[src/rtl/uart_cmd_parser.sv]
// Decodes "R<AAAAAA><LL><CR>" (hex, any case) from uart_rx into a window-checked flash read command.
// Define UART_CMD_ECHO_EN to echo every consumed byte (and '?' after an abort) to a uart_tx.
module uart_cmd_parser #(
    parameter logic [23:0] ADDR_BASE  = 24'h400000,
    parameter logic [23:0] ADDR_LIMIT = 24'h800000,
    parameter int unsigned TIMEOUT    = 72_000_000
) (
    input  logic        clk,
    input  logic        rstn,
    input  logic [7:0]  rx_data,
    input  logic        rx_valid,
    output logic        rx_read,
    output logic        cmd_valid,
    input  logic        cmd_ready,
    output logic [23:0] cmd_addr,
    output logic [8:0]  cmd_len,
    output logic        err,
    output logic [1:0]  err_code,
`ifdef UART_CMD_ECHO_EN
    output logic [7:0]  echo_data,
    output logic        echo_write,
    input  logic        echo_ready,
`endif
    output logic        busy
);

    localparam int TW = $clog2(TIMEOUT + 1);
    localparam logic [TW-1:0] T_LAST = TW'(TIMEOUT - 1);

    typedef enum logic [2:0] {IDLE, ADDR, LEN, TERM, ISSUE} state_t;

    state_t         state;
    logic [23:0]    addr_acc;
    logic [7:0]     len_acc;
    logic [2:0]     dcnt;
    logic [TW-1:0]  tcnt;
    logic           echo_ok;
    logic           take;
    logic           hex_ok;
    logic [3:0]     nib;
    logic [1:0]     abort;
    logic [8:0]     len_full;
    logic [24:0]    end_sum;
    logic           win_bad;

`ifdef UART_CMD_ECHO_EN
    logic           q_pend;
    // A pending '?' must reach uart_tx before the next byte is taken.
    assign echo_ok = echo_ready & ~q_pend;
`else
    assign echo_ok = 1'b1;
`endif

    // rx_read is registered, so the cycle carrying the pulse never re-takes the same byte.
    assign take     = rx_valid & ~rx_read & (state != ISSUE) & echo_ok;
    assign busy     = (state != IDLE);
    assign len_full = (len_acc == 8'd0) ? 9'd256 : {1'b0, len_acc};
    assign end_sum  = {1'b0, addr_acc} + {16'd0, len_full};
    assign win_bad  = (addr_acc < ADDR_BASE) || (end_sum > {1'b0, ADDR_LIMIT});

    always_comb begin
        hex_ok = 1'b1;
        nib    = 4'h0;
        if (rx_data >= "0" && rx_data <= "9")
            nib = rx_data[3:0];
        else if ((rx_data >= "A" && rx_data <= "F") || (rx_data >= "a" && rx_data <= "f"))
            nib = rx_data[3:0] + 4'd9;
        else
            hex_ok = 1'b0;
    end

    always_comb begin
        abort = 2'd0;
        case (state)
            IDLE:
                if (take && !(rx_data == "R" || rx_data == "r" || rx_data == 8'h0D ||
                              rx_data == 8'h0A || rx_data == 8'h20))
                    abort = 2'd1;
            ADDR, LEN:
                if (take) begin
                    if (!hex_ok) abort = 2'd1;
                end else if (tcnt == T_LAST) begin
                    abort = 2'd2;
                end
            TERM:
                if (take) begin
                    if (rx_data != 8'h0D) abort = 2'd1;
                    else if (win_bad)     abort = 2'd3;
                end else if (tcnt == T_LAST) begin
                    abort = 2'd2;
                end
            default: abort = 2'd0;
        endcase
    end

    always_ff @(posedge clk or negedge rstn) begin
        if (!rstn) begin
            state     <= IDLE;
            addr_acc  <= '0;
            len_acc   <= '0;
            dcnt      <= '0;
            tcnt      <= '0;
            rx_read   <= 1'b0;
            cmd_valid <= 1'b0;
            cmd_addr  <= '0;
            cmd_len   <= '0;
            err       <= 1'b0;
            err_code  <= '0;
        end else begin
            rx_read <= take;
            err     <= 1'b0;
            if (take || state == IDLE || state == ISSUE)
                tcnt <= '0;
            else if (tcnt != '1)
                tcnt <= tcnt + TW'(1);

            if (abort != 2'd0) begin
                err      <= 1'b1;
                err_code <= abort;
                state    <= IDLE;
            end else begin
                case (state)
                    IDLE:
                        if (take && (rx_data == "R" || rx_data == "r")) begin
                            state    <= ADDR;
                            addr_acc <= '0;
                            len_acc  <= '0;
                            dcnt     <= '0;
                        end
                    ADDR:
                        if (take) begin
                            addr_acc <= {addr_acc[19:0], nib};
                            if (dcnt == 3'd5) begin
                                dcnt  <= '0;
                                state <= LEN;
                            end else begin
                                dcnt <= dcnt + 3'd1;
                            end
                        end
                    LEN:
                        if (take) begin
                            len_acc <= {len_acc[3:0], nib};
                            if (dcnt == 3'd1) begin
                                dcnt  <= '0;
                                state <= TERM;
                            end else begin
                                dcnt <= dcnt + 3'd1;
                            end
                        end
                    TERM:
                        // Command fields settle one cycle ahead of cmd_valid.
                        if (take) begin
                            cmd_addr <= addr_acc;
                            cmd_len  <= len_full;
                            state    <= ISSUE;
                        end
                    ISSUE:
                        if (!cmd_valid) begin
                            cmd_valid <= 1'b1;
                        end else if (cmd_ready) begin
                            cmd_valid <= 1'b0;
                            state     <= IDLE;
                        end
                    default: state <= IDLE;
                endcase
            end
        end
    end

`ifdef UART_CMD_ECHO_EN
    always_ff @(posedge clk or negedge rstn) begin
        if (!rstn) begin
            echo_data  <= '0;
            echo_write <= 1'b0;
            q_pend     <= 1'b0;
        end else begin
            echo_write <= 1'b0;
            if (take) begin
                echo_write <= 1'b1;
                echo_data  <= rx_data;
            end else if (q_pend && echo_ready) begin
                echo_write <= 1'b1;
                echo_data  <= "?";
            end
            if (abort != 2'd0)
                q_pend <= 1'b1;
            else if (q_pend && echo_ready)
                q_pend <= 1'b0;
        end
    end
`endif

endmodule

[config.mk]
export PLATFORM = sky130hd
export DESIGN_NAME = uart_cmd_parser
export DESIGN_NICKNAME = d
export VERILOG_FILES = /design/src/rtl/uart_cmd_parser.sv
export SDC_FILE = /design/constraint.sdc
export NUM_CORES = 1
export LEC_CHECK = 0
export ABC_CLOCK_PERIOD_IN_PS = 5200
export CAP_MARGIN = 30
export CORE_ASPECT_RATIO = 1.1
export CORE_MARGIN = 3
export CORE_UTILIZATION = 45
export CTS_CLUSTER_SIZE = 10
export DETAILED_ROUTE_END_ITERATION = 12
export PLACE_DENSITY = 0.74
export SLEW_MARGIN = 10
export SYNTH_ARGS = -nofsm -noshare
export SYNTH_HDL_FRONTEND = slang
export SYNTH_SLANG_ARGS = --single-unit
[constraint.sdc]
create_clock -name clk -period 5.2 [get_ports clk]
set_clock_uncertainty 0.15 [all_clocks]
set_input_delay 1.04 -clock clk [delete_from_list [all_inputs] [get_ports clk]]
set_output_delay 1.04 -clock clk [all_outputs]
set_load 0.05 [all_outputs]
==> impl_metrics.prom, run 1 <==
# TYPE chip_impl_metric gauge
chip_impl_metric{name="sw_frac_of_total",unit="%"} 22.50
chip_impl_metric{name="area_enclosed_by_the_die_boundary",unit="µm²"} 14050
chip_impl_metric{name="place_congestion",unit=""} 0.8829
chip_impl_metric{name="p_per_area",unit="nW/µm²"} 234.8
chip_impl_metric{name="worst-path-max-fanout",unit=""} 33
chip_impl_metric{name="synth_enable_flop_cells",unit=""} 0
chip_impl_metric{name="seq_power_share",unit="%"} 53.3
chip_impl_metric{name="drc_errors",unit=""} 0
chip_impl_info{name="synth_largest_area_cell",value="sky130_fd_sc_hd__dfrtp_1"} 1
chip_impl_metric{name="worst_path_largest_cell_delay",unit="ns"} 0.65
chip_impl_metric{name="largest_net_degree_at_the_start_of_global_routing",unit=""} 64
chip_impl_metric{name="report.final.slew_viol_count",unit=""} 0
chip_impl_metric{name="core_area",unit="µm²"} 12190
chip_impl_metric{name="count_of_final_hold_check_violations",unit=""} 0
chip_impl_metric{name="avgSynthCellArea",unit="µm²"} 10.40
chip_impl_info{name="synthTopCellsByArea",value="sky130_fd_sc_hd__dfrtp_1 45%, sky130_fd_sc_hd__mux2_4 7.9%, sky130_fd_sc_hd__a22o_1 4.0%"} 1
chip_impl_metric{name="clock.fmax",unit="MHz"} 225.5
chip_impl_metric{name="netlist-cell-type-count",unit=""} 64
chip_impl_info{name="tightest_hold_check_type",value="register to register"} 1
chip_impl_metric{name="worst-slew-pin-transition",unit="ns"} 0.8955
chip_impl_info{name="ys_dominant_reg_cell",value="sky130_fd_sc_hd__dfrtp_1"} 1
chip_impl_metric{name="drtPass1Iterations",unit=""} 5
chip_impl_metric{name="vias",unit=""} 4333
chip_impl_metric{name="grt_overflow_total",unit=""} 0
chip_impl_metric{name="p_leak",unit="nW"} 2.788
chip_impl_metric{name="cts_hold_buf",unit=""} 0
chip_impl_metric{name="mapped_nets",unit=""} 576
chip_impl_metric{name="clock_latency",unit="ns"} 0.35
chip_impl_metric{name="postSynth.asyncResetShare",unit="%"} 100.0
chip_impl_metric{name="die_width",unit="µm"} 113.3
chip_impl_metric{name="comb_power_share",unit="%"} 6.2
chip_impl_metric{name="timing.setup.tns",unit="ns"} 0
chip_impl_metric{name="mappedNetlistArea",unit="µm²"} 5698
chip_impl_metric{name="cts.htree.levels",unit=""} 3
chip_impl_metric{name="core.rowCount",unit=""} 42
chip_impl_metric{name="synthCells",unit=""} 548
chip_impl_metric{name="wirelength",unit="µm"} 12520
chip_impl_metric{name="portBuffers",unit=""} 50
chip_impl_metric{name="max-clock-path-buffers",unit=""} 2
chip_impl_info{name="end_kind",value="register"} 1
chip_impl_metric{name="intPower",unit="mW"} 1.184
chip_impl_metric{name="grt_antenna_before_repair",unit=""} 0
chip_impl_metric{name="finalSetupViolCount",unit=""} 0
chip_impl_metric{name="ios",unit=""} 51
chip_impl_metric{name="initial_utilization",unit="%"} 46.74
chip_impl_metric{name="num_antenna_cells",unit=""} 0
chip_impl_metric{name="worst_ir_drop_on_vdd",unit="V"} 0.0001941
chip_impl_metric{name="fillers",unit=""} 1084
chip_impl_metric{name="ys_seq_area_share",unit="%"} 45.23
chip_impl_info{name="worst_setup_path_start_kind",value="register"} 1
chip_impl_metric{name="switching_power",unit="mW"} 0.3436
chip_impl_info{name="rsz0062_at_grt",value="no"} 1
chip_impl_metric{name="ctsResizeCount",unit=""} 0
chip_impl_metric{name="layout-area-overhead-vs-synth",unit="%"} 14.16
chip_impl_metric{name="clock_power_share",unit="%"} 40.5
chip_impl_metric{name="synth_top_area_share",unit="%"} 45.23
chip_impl_metric{name="wire_length_of_the_first_global_routing_pass",unit="µm"} 21020
chip_impl_info{name="tritoncts_clock_tree",value="yes"} 1
chip_impl_info{name="cts-root-buf",value="sky130_fd_sc_hd__clkbuf_16"} 1
chip_impl_info{name="critical-path-slowest-cell",value="sky130_fd_sc_hd__nor2_8"} 1
chip_impl_metric{name="drt-initial-drc-count",unit=""} 276
chip_impl_metric{name="cts_inserted_buffers",unit=""} 9
chip_impl_metric{name="final_min_period_over_clock_period",unit="%"} 85.30
chip_impl_metric{name="viasPerCell",unit=""} 5.871
chip_impl_metric{name="cts.reportedPaths.clkPinSlew",unit="ns"} 0.06
chip_impl_info{name="setup.worst_path.class",value="register to register"} 1
chip_impl_metric{name="max-slew-margin-rel",unit="%"} 40.16
chip_impl_metric{name="post-cts-setup-buffer-count",unit=""} 0
chip_impl_metric{name="critical_path_arrival",unit="ns"} 4.52
chip_impl_metric{name="multi_input_comb_area",unit="µm²"} 2915
chip_impl_metric{name="yosysWarnings",unit=""} 0
chip_impl_metric{name="dieHeight",unit="µm"} 124.0
chip_impl_metric{name="tritoncts_num_sinks",unit=""} 103
chip_impl_info{name="outcome",value="finished, final reports clean"} 1
chip_impl_metric{name="layout_min_cycle_time",unit="ns"} 4.436
chip_impl_metric{name="synth.ff_latch_count",unit=""} 103
chip_impl_metric{name="first_global_vias",unit=""} 4282
chip_impl_metric{name="final_net_count",unit=""} 609
chip_impl_metric{name="average_detailed_routed_wire_length_per_instance",unit="µm"} 16.97
chip_impl_metric{name="drt.antenna.violating_nets",unit=""} 0
chip_impl_info{name="critical_path.cell_chain",value="or4_1 -> nor2_1 -> ha_1 -> nand4_1 -> nor3_1 -> nor3_2 -> o31ai_1 -> nand4_1 -> nor4b_4 -> a32oi_4 -> nor2_8 -> mux2_2"} 1
chip_impl_metric{name="final_core_area_utilization",unit="%"} 53.36
chip_impl_metric{name="drive_above_1_share",unit="%"} 10.62
chip_impl_metric{name="cp_data_required_time",unit="ns"} 5.28
chip_impl_metric{name="layout.area.seq",unit="µm²"} 2577
chip_impl_info{name="path_common_cell",value="sky130_fd_sc_hd__nand4_1"} 1
chip_impl_metric{name="track_usage",unit="%"} 18.62
chip_impl_metric{name="dp_hpwl",unit="µm"} 8998
chip_impl_metric{name="timing.max_cap.violations",unit=""} 0
-- final timing paths --
path                                         from                      end  slack, ns  cells past startpoint
max reg2reg                len_acc[1]$_DFFE_PN0P_  cmd_addr[4]$_DFFE_PN0P_       0.76                     12
max                        len_acc[1]$_DFFE_PN0P_  cmd_addr[4]$_DFFE_PN0P_       0.76                     12
min reg2reg                   dcnt[2]$_DFFE_PN0P_      dcnt[2]$_DFFE_PN0P_       0.36                      1
min                           dcnt[2]$_DFFE_PN0P_      dcnt[2]$_DFFE_PN0P_       0.36                      1
max in group asynchronous                    rstn     state[1]$_DFFE_PN0P_       3.26                      2
min in group asynchronous                    rstn  cmd_addr[9]$_DFFE_PN0P_       0.63                      1
-- area by class of cell --
class / count / share of cell area, %
inverter: 9 / 0.5193
clock inverter: 1 / 0.07694
sequential: 103 / 39.62
timing repair buffer: 53 / 8.002
tap: 154 / 2.962
multi-input combinational: 405 / 44.82
clock buffer: 13 / 4.001
-- sequential cells by signal, summed over array words and instances (netlist names) --
| name | cells |
|---|---|
| state | 3 |
| addr_acc | 24 |
| tcnt | 27 |
| len_acc | 8 |
| err_code | 2 |
| rx_read | 1 |
| cmd_len | 9 |
| cmd_addr | 24 |
| err | 1 |
| cmd_valid | 1 |
| dcnt | 3 |
-- synthesized netlist by cell type, types with 5 or more instances --
| cell | instances |
|---|---|
| sky130_fd_sc_hd__nor3_1 | 11 |
| sky130_fd_sc_hd__nor2_1 | 56 |
| sky130_fd_sc_hd__o21ai_0 | 25 |
| sky130_fd_sc_hd__mux2_2 | 6 |
| sky130_fd_sc_hd__nand2_1 | 45 |
| sky130_fd_sc_hd__buf_2 | 8 |
| sky130_fd_sc_hd__dfrtp_1 | 103 |
| sky130_fd_sc_hd__clkbuf_1 | 19 |
| sky130_fd_sc_hd__mux2_4 | 30 |
| sky130_fd_sc_hd__and3_1 | 6 |
| sky130_fd_sc_hd__xor2_1 | 20 |
| sky130_fd_sc_hd__a22o_1 | 26 |
| sky130_fd_sc_hd__ha_1 | 15 |
| sky130_fd_sc_hd__nand3_1 | 22 |
| sky130_fd_sc_hd__and4_1 | 5 |
| sky130_fd_sc_hd__nand4_1 | 13 |
| sky130_fd_sc_hd__xnor2_1 | 7 |
| sky130_fd_sc_hd__a21oi_1 | 22 |
| sky130_fd_sc_hd__inv_1 | 8 |
| sky130_fd_sc_hd__o31ai_1 | 5 |
| sky130_fd_sc_hd__nand2b_1 | 8 |
| sky130_fd_sc_hd__or3_1 | 7 |
-- kinds of logic after synthesis --
logic type               share of synthesized area, %
adder cells (fa/ha/maj)                         3.645
AO/OA/AOI/OAI                                   15.90
buffers and inverters                           3.689
AND/OR/NAND/NOR                                 18.12
multiplexers                                    9.266
XOR/XNOR                                        4.150
flip-flops                                      45.23
-- per-stage QoR --
step / hold WS [ns] / setup WS, ns / std cells / cell area [µm²] / total power, mW
global placement: 0.3244 / 0.7497 / 724 / 6240 / 0.9218
finish: 0.3557 / 0.7644 / 738 / 6505 / 1.527
floorplan: 0.3136 / 1.517 / 548 / 5698 / 0.8772
global route: 0.3758 / 0.4899 / 738 / 6505 / 1.591
CTS: 0.3555 / 0.7915 / 738 / 6505 / 1.546
detailed placement: 0.3503 / 0.6580 / 724 / 6240 / 0.9245
-- cells in the final DEF (no fill, tap or decap), drive strengths merged, types with 3 or more instances in the layout --
| cell | n |
|---|---|
| inv | 9 |
| a22o | 26 |
| clkbuf | 13 |
| or4 | 3 |
| o21a | 4 |
| and3 | 6 |
| and4 | 5 |
| clkdlybuf4s50 | 49 |
| o32ai | 3 |
| buf | 4 |
| nor3 | 12 |
| nor4 | 4 |
| a21o | 4 |
| nor2 | 57 |
| nand2b | 8 |
| a21oi | 22 |
| dfrtp | 103 |
| xor2 | 20 |
| a31oi | 4 |
| nand2 | 45 |
| xnor2 | 7 |
| o21ai | 26 |
| nor2b | 4 |
| or3 | 7 |
| o31ai | 5 |
| o21bai | 3 |
| mux2 | 36 |
| o41ai | 3 |
| ha | 15 |
| o31a | 3 |
| nand3 | 22 |
| nand4 | 13 |
| and2 | 3 |
| or2 | 3 |
| nand3b | 3 |
| o2111ai | 3 |
-- power groups by stage --
stage | clock network [mW] | logic (mW) | registers [mW]
after detailed placement | 0 | 0.0954 | 0.829
after floorplan | 0 | 0.0302 | 0.847
after CTS | 0.636 | 0.0959 | 0.814
final | 0.619 | 0.0945 | 0.814
after global routing | 0.674 | 0.103 | 0.814
after global placement | 0 | 0.0935 | 0.828
-- layer usage --
layer / global-route usage (%) / share of wire, %
met5: 0 / 0
met4: 5.935 / 1.8
met2: 33.11 / 51
met1: 21.70 / 42
met3: 5.442 / 5.0
-- worst max-delay path: cells and delay by family, from the launching register on --
kind	cells	cell delay [ns]
AND/OR/NAND/NOR	8	2.49
AO/OA/AOI/OAI	2	0.48
flip-flops	1	0.46
multiplexers	1	0.42
adder cells (fa/ha/maj)	1	0.32
(Power assumes the default switching activity.)
==> inputs of run 2 (changes only) <==
CORE_MARGIN = 2   (was 3)
CTS_CLUSTER_DIAMETER = 120   (was not set)
==> impl_metrics.prom, run 2 (synthesis results as in run 1) <==
# TYPE chip_impl_metric gauge
chip_impl_metric{name="final_net_count",unit=""} 611
chip_impl_metric{name="wirelength",unit="µm"} 12530
chip_impl_metric{name="sw_frac_of_total",unit="%"} 22.35
chip_impl_metric{name="final_core_area_utilization",unit="%"} 52.82
chip_impl_metric{name="track_usage",unit="%"} 19.60
chip_impl_metric{name="report.final.slew_viol_count",unit=""} 0
chip_impl_info{name="cts-root-buf",value="sky130_fd_sc_hd__clkbuf_16"} 1
chip_impl_metric{name="comb_power_share",unit="%"} 5.7
chip_impl_metric{name="max-slew-margin-rel",unit="%"} 41.09
chip_impl_metric{name="clock_power_share",unit="%"} 45.3
chip_impl_metric{name="cts_inserted_buffers",unit=""} 9
chip_impl_metric{name="count_of_final_hold_check_violations",unit=""} 0
chip_impl_metric{name="ctsResizeCount",unit=""} 0
chip_impl_metric{name="tritoncts_num_sinks",unit=""} 103
chip_impl_metric{name="drc_errors",unit=""} 0
chip_impl_info{name="tightest_hold_check_type",value="register to register"} 1
chip_impl_info{name="top_regs",value="tcnt (27), addr_acc (24), cmd_addr (24)"} 1
chip_impl_metric{name="ios",unit=""} 51
chip_impl_metric{name="layout.area.seq",unit="µm²"} 2577
chip_impl_metric{name="portBuffers",unit=""} 50
chip_impl_metric{name="worst-path-max-fanout",unit=""} 20
chip_impl_metric{name="switching_power",unit="mW"} 0.3707
chip_impl_info{name="tritoncts_clock_tree",value="yes"} 1
chip_impl_metric{name="dieHeight",unit="µm"} 122.0
chip_impl_metric{name="final_min_period_over_clock_period",unit="%"} 84.69
chip_impl_metric{name="layout_min_cycle_time",unit="ns"} 4.404
chip_impl_metric{name="fillers",unit=""} 1119
chip_impl_info{name="rsz0062_at_grt",value="no"} 1
chip_impl_metric{name="drtPass1Iterations",unit=""} 4
chip_impl_metric{name="viasPerCell",unit=""} 5.803
chip_impl_metric{name="cts_hold_buf",unit=""} 0
chip_impl_metric{name="grt_overflow_total",unit=""} 0
chip_impl_metric{name="cts.reportedPaths.clkPinSlew",unit="ns"} 0.07
chip_impl_metric{name="grt_antenna_before_repair",unit=""} 0
chip_impl_metric{name="p_leak",unit="nW"} 2.830
chip_impl_info{name="end_kind",value="register"} 1
chip_impl_metric{name="post-cts-setup-buffer-count",unit=""} 0
chip_impl_metric{name="dp_hpwl",unit="µm"} 9006
chip_impl_metric{name="critical_path_arrival",unit="ns"} 4.49
chip_impl_metric{name="worst-r2r-setup-slack",unit="ns"} 0.80
chip_impl_metric{name="p_per_area",unit="nW/µm²"} 251.7
chip_impl_metric{name="multi_input_comb_area",unit="µm²"} 2915
chip_impl_metric{name="clock.fmax",unit="MHz"} 227.1
chip_impl_metric{name="core.rowCount",unit=""} 43
chip_impl_metric{name="drt.antenna.violating_nets",unit=""} 0
chip_impl_metric{name="vias",unit=""} 4323
chip_impl_metric{name="first_global_vias",unit=""} 4313
chip_impl_metric{name="min_delay_path_depth",unit=""} 1
chip_impl_info{name="setup.worst_path.class",value="register to register"} 1
chip_impl_metric{name="cp_data_required_time",unit="ns"} 5.29
chip_impl_info{name="largest-register",value="tcnt"} 1
chip_impl_metric{name="post-place-cells",unit=""} 729
chip_impl_metric{name="die_width",unit="µm"} 111.3
chip_impl_info{name="mostFrequentLayoutCell",value="sky130_fd_sc_hd__dfrtp_1"} 1
chip_impl_metric{name="pre_cts_slack",unit="ns"} 0.6049
chip_impl_metric{name="cts.htree.levels",unit=""} 3
chip_impl_metric{name="hold_ws",unit="ns"} 0.3323
chip_impl_metric{name="initial_utilization",unit="%"} 45.65
chip_impl_metric{name="wire_length_of_the_first_global_routing_pass",unit="µm"} 21450
chip_impl_metric{name="timing.max_cap.violations",unit=""} 0
chip_impl_metric{name="max-clock-path-buffers",unit=""} 2
chip_impl_metric{name="area_enclosed_by_the_die_boundary",unit="µm²"} 13580
chip_impl_metric{name="core_area",unit="µm²"} 12480
chip_impl_metric{name="drt-initial-drc-count",unit=""} 248
chip_impl_metric{name="worst-slew-pin-transition",unit="ns"} 0.8815
chip_impl_metric{name="average_detailed_routed_wire_length_per_instance",unit="µm"} 16.82
chip_impl_metric{name="largest_register_ffs",unit=""} 27
chip_impl_metric{name="timing.setup.tns",unit="ns"} 0
chip_impl_metric{name="r2r.worst_path.cells",unit=""} 13
chip_impl_metric{name="clock_latency",unit="ns"} 0.35
chip_impl_metric{name="worst_ir_drop_on_vdd",unit="V"} 0.0002088
chip_impl_info{name="worst_setup_path_start_kind",value="register"} 1
chip_impl_metric{name="layout-area-overhead-vs-synth",unit="%"} 15.70
chip_impl_metric{name="post-route-worst-setup-slack",unit="ns"} 0.7961
chip_impl_metric{name="seq_power_share",unit="%"} 49.0
chip_impl_info{name="layout.cells.most_common_list",value="103 x sky130_fd_sc_hd__dfrtp_1, 56 x sky130_fd_sc_hd__nor2_1, 49 x sky130_fd_sc_hd__clkdlybuf4s50_1"} 1
chip_impl_metric{name="num_antenna_cells",unit=""} 0
chip_impl_metric{name="drive_above_1_share",unit="%"} 11.39
chip_impl_metric{name="finalSetupViolCount",unit=""} 0
chip_impl_metric{name="place_congestion",unit=""} 0.8991
chip_impl_metric{name="largest_net_degree_at_the_start_of_global_routing",unit=""} 67
chip_impl_metric{name="finalNonFillerCells",unit=""} 745
chip_impl_info{name="outcome",value="finished, final reports clean"} 1
chip_impl_metric{name="intPower",unit="mW"} 1.288
-- run 2: worst paths after layout --
check                                              from                       end
worst max-delay path             len_acc[1]$_DFFE_PN0P_  cmd_addr[18]$_DFFE_PN0P_
worst min-delay path            err_code[0]$_DFFE_PN0P_   err_code[0]$_DFFE_PN0P_
worst max register to register   len_acc[1]$_DFFE_PN0P_  cmd_addr[18]$_DFFE_PN0P_
worst min register to register  err_code[0]$_DFFE_PN0P_   err_code[0]$_DFFE_PN0P_
max in group asynchronous                          rstn      tcnt[16]$_DFFE_PN0P_
min in group asynchronous                          rstn  cmd_addr[13]$_DFFE_PN0P_
-- run 2: metal layers --
metal | global-route usage [%] | vias to the layer above | wire (µm)
met5 | 0 | - | 0
met4 | 6.636 | 0 | 162
met3 | 4.378 | 14 | 659
met2 | 33.54 | 97 | 6310
met1 | 24.80 | 2142 | 5399
li1 | - | 2070 | -
-- run 2: cell type report --
class	instances	share of cell area [%]
clock buffers	12	3.891
clock inverters	4	1.177
inverters	9	0.5124
multi-input cells	405	44.22
flip-flops and latches	103	39.10
well taps	157	2.980
repair buffers	55	8.123
-- run 2: critical path, stage by stage (launching register included) --
cell                      delay (ns)
sky130_fd_sc_hd__dfrtp_1        0.45
sky130_fd_sc_hd__or4_1          0.53
sky130_fd_sc_hd__nor2_1         0.15
sky130_fd_sc_hd__ha_1           0.32
sky130_fd_sc_hd__nand4_1        0.17
sky130_fd_sc_hd__nor3_1         0.34
sky130_fd_sc_hd__nor3_2         0.14
sky130_fd_sc_hd__o31ai_1        0.27
sky130_fd_sc_hd__nand4_1        0.18
sky130_fd_sc_hd__nor4b_4        0.31
sky130_fd_sc_hd__a32oi_4        0.23
sky130_fd_sc_hd__nor2_8         0.42
sky130_fd_sc_hd__buf_4          0.30
sky130_fd_sc_hd__mux2_4         0.32
-- run 2: power by group through the flow --
stage,sequential (mW),clock [mW],combinational (mW)
final,0.813,0.751,0.0950
after global routing,0.813,0.801,0.105
after CTS,0.813,0.764,0.0966
after detailed placement,0.829,0,0.0964
after global placement,0.828,0,0.0933
after floorplan,0.847,0,0.0302
-- run 2: through the flow --
step	instance area, µm²	total power, mW
floorplan	5698	0.8772
global placement	6259	0.9216
detailed placement	6259	0.9251
CTS	6593	1.674
global route	6593	1.719
finish	6593	1.659
==> inputs of run 3 (changes only) <==
ABC_CLOCK_PERIOD_IN_PS = 4200   (was 5200)
clock period = 4.2 ns   (was 5.2 ns; I/O delays follow)
==> impl_metrics.prom, run 3 (synthesis results as in run 1) <==
# TYPE chip_impl_metric gauge
chip_impl_info{name="tritoncts_clock_tree",value="yes"} 1
chip_impl_metric{name="p_per_area",unit="nW/µm²"} 296.4
chip_impl_metric{name="finalNonFillerCells",unit=""} 750
chip_impl_metric{name="first_global_vias",unit=""} 4378
chip_impl_metric{name="clock.fmax",unit="MHz"} 255.1
chip_impl_info{name="layout.cells.most_common_list",value="103 x sky130_fd_sc_hd__dfrtp_1, 55 x sky130_fd_sc_hd__nor2_1, 49 x sky130_fd_sc_hd__clkdlybuf4s50_1"} 1
chip_impl_metric{name="final_min_period_over_clock_period",unit="%"} 93.34
chip_impl_metric{name="worst-path-max-fanout",unit=""} 18
chip_impl_metric{name="grt_overflow_total",unit=""} 0
chip_impl_metric{name="fillers",unit=""} 1098
chip_impl_metric{name="core_area",unit="µm²"} 12480
chip_impl_metric{name="hold_ws",unit="ns"} 0.3045
chip_impl_metric{name="dieHeight",unit="µm"} 122.0
chip_impl_metric{name="portBuffers",unit=""} 50
chip_impl_metric{name="switching_power",unit="mW"} 0.4519
chip_impl_metric{name="tritoncts_num_sinks",unit=""} 103
chip_impl_metric{name="clock_latency",unit="ns"} 0.36
chip_impl_metric{name="cts.htree.levels",unit=""} 3
chip_impl_metric{name="drt.antenna.violating_nets",unit=""} 0
chip_impl_info{name="worst_path_dominant_cell_family",value="simple AND/OR/NAND/NOR gates"} 1
chip_impl_metric{name="drtPass1Iterations",unit=""} 4
chip_impl_info{name="rsz0062_at_grt",value="no"} 1
chip_impl_metric{name="post-place-cells",unit=""} 733
chip_impl_metric{name="critical_path_arrival",unit="ns"} 4.01
chip_impl_metric{name="worst-slew-pin-transition",unit="ns"} 0.6565
chip_impl_metric{name="design_power_total",unit="mW"} 1.969
chip_impl_metric{name="seq_power_share",unit="%"} 51.1
chip_impl_metric{name="max-slew-margin-rel",unit="%"} 56.09
chip_impl_metric{name="cp_data_required_time",unit="ns"} 4.29
chip_impl_metric{name="worst_ir_drop_on_vdd",unit="V"} 0.0002291
chip_impl_metric{name="worst_path_largest_cell_delay",unit="ns"} 0.56
chip_impl_metric{name="timing.max_cap.violations",unit=""} 0
chip_impl_metric{name="wirelength",unit="µm"} 12860
chip_impl_metric{name="area_enclosed_by_the_die_boundary",unit="µm²"} 13580
chip_impl_metric{name="intPower",unit="mW"} 1.517
chip_impl_info{name="regToRegStartpoint",value="len_acc[0]$_DFFE_PN0P_"} 1
chip_impl_metric{name="count_of_final_hold_check_violations",unit=""} 0
chip_impl_metric{name="drc_errors",unit=""} 0
chip_impl_info{name="end_kind",value="register"} 1
chip_impl_metric{name="final_area",unit="µm²"} 6641
chip_impl_metric{name="clock_power_share",unit="%"} 42.8
chip_impl_metric{name="comb_power_share",unit="%"} 6.1
chip_impl_metric{name="vias",unit=""} 4398
chip_impl_metric{name="average_detailed_routed_wire_length_per_instance",unit="µm"} 17.15
chip_impl_info{name="mostFrequentLayoutCell",value="sky130_fd_sc_hd__dfrtp_1"} 1
chip_impl_metric{name="finalSetupViolCount",unit=""} 0
chip_impl_metric{name="dp_hpwl",unit="µm"} 9288
chip_impl_info{name="worst_setup_path_start_kind",value="register"} 1
chip_impl_metric{name="sw_frac_of_total",unit="%"} 22.95
chip_impl_metric{name="timing.setup.tns",unit="ns"} 0
chip_impl_metric{name="max-clock-path-buffers",unit=""} 2
chip_impl_metric{name="wire_length_of_the_first_global_routing_pass",unit="µm"} 21600
chip_impl_info{name="outcome",value="finished, final reports clean"} 1
chip_impl_metric{name="r2r.worst_path.cells",unit=""} 13
chip_impl_metric{name="layout_min_cycle_time",unit="ns"} 3.920
chip_impl_info{name="critical_path.cell_chain",value="or4_1 -> nor2_2 -> ha_4 -> nand4_1 -> nor3_2 -> nor3_2 -> o31ai_1 -> nand4_1 -> nor4b_4 -> a32oi_4 -> nor2_8 -> buf_12 -> mux2_2"} 1
chip_impl_metric{name="largest_net_degree_at_the_start_of_global_routing",unit=""} 41
chip_impl_metric{name="report.final.slew_viol_count",unit=""} 0
chip_impl_info{name="top_regs",value="tcnt (27), addr_acc (24), cmd_addr (24)"} 1
chip_impl_metric{name="die_width",unit="µm"} 111.3
chip_impl_metric{name="detailed_place.area",unit="µm²"} 6314
chip_impl_metric{name="drt-initial-drc-count",unit=""} 328
chip_impl_metric{name="cts.reportedPaths.clkPinSlew",unit="ns"} 0.07
chip_impl_metric{name="grt_antenna_before_repair",unit=""} 0
chip_impl_metric{name="track_usage",unit="%"} 19.55
chip_impl_metric{name="worst-r2r-setup-slack",unit="ns"} 0.28
chip_impl_metric{name="largest_register_ffs",unit=""} 27
chip_impl_metric{name="place_congestion",unit=""} 0.9106
chip_impl_metric{name="worst-path-buf-inv",unit=""} 1
chip_impl_metric{name="num_antenna_cells",unit=""} 0
chip_impl_metric{name="core.rowCount",unit=""} 43
chip_impl_metric{name="final_net_count",unit=""} 616
chip_impl_metric{name="drive_above_1_share",unit="%"} 12.65
chip_impl_info{name="cts-root-buf",value="sky130_fd_sc_hd__clkbuf_16"} 1
chip_impl_info{name="setup.worst_path.class",value="register to register"} 1
chip_impl_metric{name="p_leak",unit="nW"} 2.837
chip_impl_info{name="critical-path-slowest-cell",value="sky130_fd_sc_hd__or4_1"} 1
chip_impl_info{name="tightest_hold_check_type",value="input port to async pin"} 1
chip_impl_metric{name="ios",unit=""} 51
chip_impl_metric{name="initial_utilization",unit="%"} 45.65
chip_impl_metric{name="viasPerCell",unit=""} 5.864
chip_impl_info{name="largest-register",value="tcnt"} 1
chip_impl_info{name="reg2reg_to",value="cmd_addr[5]$_DFFE_PN0P_"} 1
chip_impl_metric{name="layout-area-overhead-vs-synth",unit="%"} 16.56
chip_impl_metric{name="cts_inserted_buffers",unit=""} 9
-- run 3: changes by cell type in the layout (fill, tap and decap cells not counted) --
cell / before / now
sky130_fd_sc_hd__buf_4: 6 / 9
sky130_fd_sc_hd__clkinvlp_4: 0 / 3
sky130_fd_sc_hd__buf_12: 0 / 2
sky130_fd_sc_hd__clkinv_4: 2 / 0
sky130_fd_sc_hd__bufinv_16: 2 / 1
sky130_fd_sc_hd__clkbuf_8: 2 / 1
sky130_fd_sc_hd__clkinv_2: 0 / 1
sky130_fd_sc_hd__ha_1: 15 / 14
sky130_fd_sc_hd__ha_4: 0 / 1
sky130_fd_sc_hd__nor2_1: 56 / 55
sky130_fd_sc_hd__nor2_2: 0 / 1
sky130_fd_sc_hd__nor3_1: 10 / 9
sky130_fd_sc_hd__nor3_2: 2 / 3
-- run 3: through the flow --
stage	util [%]	setup WS, ns
after floorplan	-	0.5166
after global placement	50.58	0.1042
after detailed placement	50.58	0.07414
after CTS	52.99	0.05604
after global routing	53.21	0.05073
final	53.21	0.2798
-- run 3: cell type report --
cell class	instances	area [µm²]	share of cell area, %
clock buffers	11	242.7	3.655
clock inverters	5	57.56	0.8666
inverters	9	33.78	0.5087
multi-input cells	405	2935	44.20
flip-flops and latches	103	2577	38.81
well taps	157	196.4	2.958
repair buffers	60	598.1	9.005
-- run 3: power by group through the flow --
stage          Sequential (mW)  Clock, mW  Combinational (mW)
2_1_floorplan             1.05          0              0.0374
3_3_place_gp              1.03          0               0.117
3_5_place_dp              1.03          0               0.120
4_1_cts                   1.01      0.866               0.121
5_1_grt                   1.01      0.903               0.132
6_report                  1.01      0.842               0.120
-- run 3: worst max-delay path by stage --
stage / start / to / slack, ns / cells past startpoint
6_report: len_acc[0]$_DFFE_PN0P_ / cmd_addr[5]$_DFFE_PN0P_ / 0.28 / 13
5_1_grt: len_acc[4]$_DFFE_PN0P_ / cmd_addr[4]$_DFFE_PN0P_ / 0.05 / 13
4_1_cts: len_acc[0]$_DFFE_PN0P_ / cmd_addr[5]$_DFFE_PN0P_ / 0.06 / 13
3_5_place_dp: len_acc[0]$_DFFE_PN0P_ / cmd_addr[5]$_DFFE_PN0P_ / 0.07 / 13
3_3_place_gp: len_acc[0]$_DFFE_PN0P_ / cmd_addr[5]$_DFFE_PN0P_ / 0.10 / 13
2_1_floorplan: len_acc[1]$_DFFE_PN0P_ / cmd_addr[0]$_DFFE_PN0P_ / 0.52 / 14
-- run 3: per-layer routing --
| metal | global-route usage, % | vias up | wire length (µm) |
|---|---|---|---|
| li1 | - | 2078 | - |
| met1 | 24.34 | 2182 | 5547 |
| met2 | 33.50 | 117 | 6489 |
| met3 | 5.423 | 21 | 626 |
| met4 | 5.710 | 0 | 201 |
| met5 | 0 | - | 0 |
-- run 3: timing repair --
| item | in CTS | in global routing |
|---|---|---|
| buffers inserted | 0 | 1 |
| gates resized for setup | 0 | 4 |
| setup endpoints to repair | 0 | 40 |
| hold buffers | 0 | 0 |
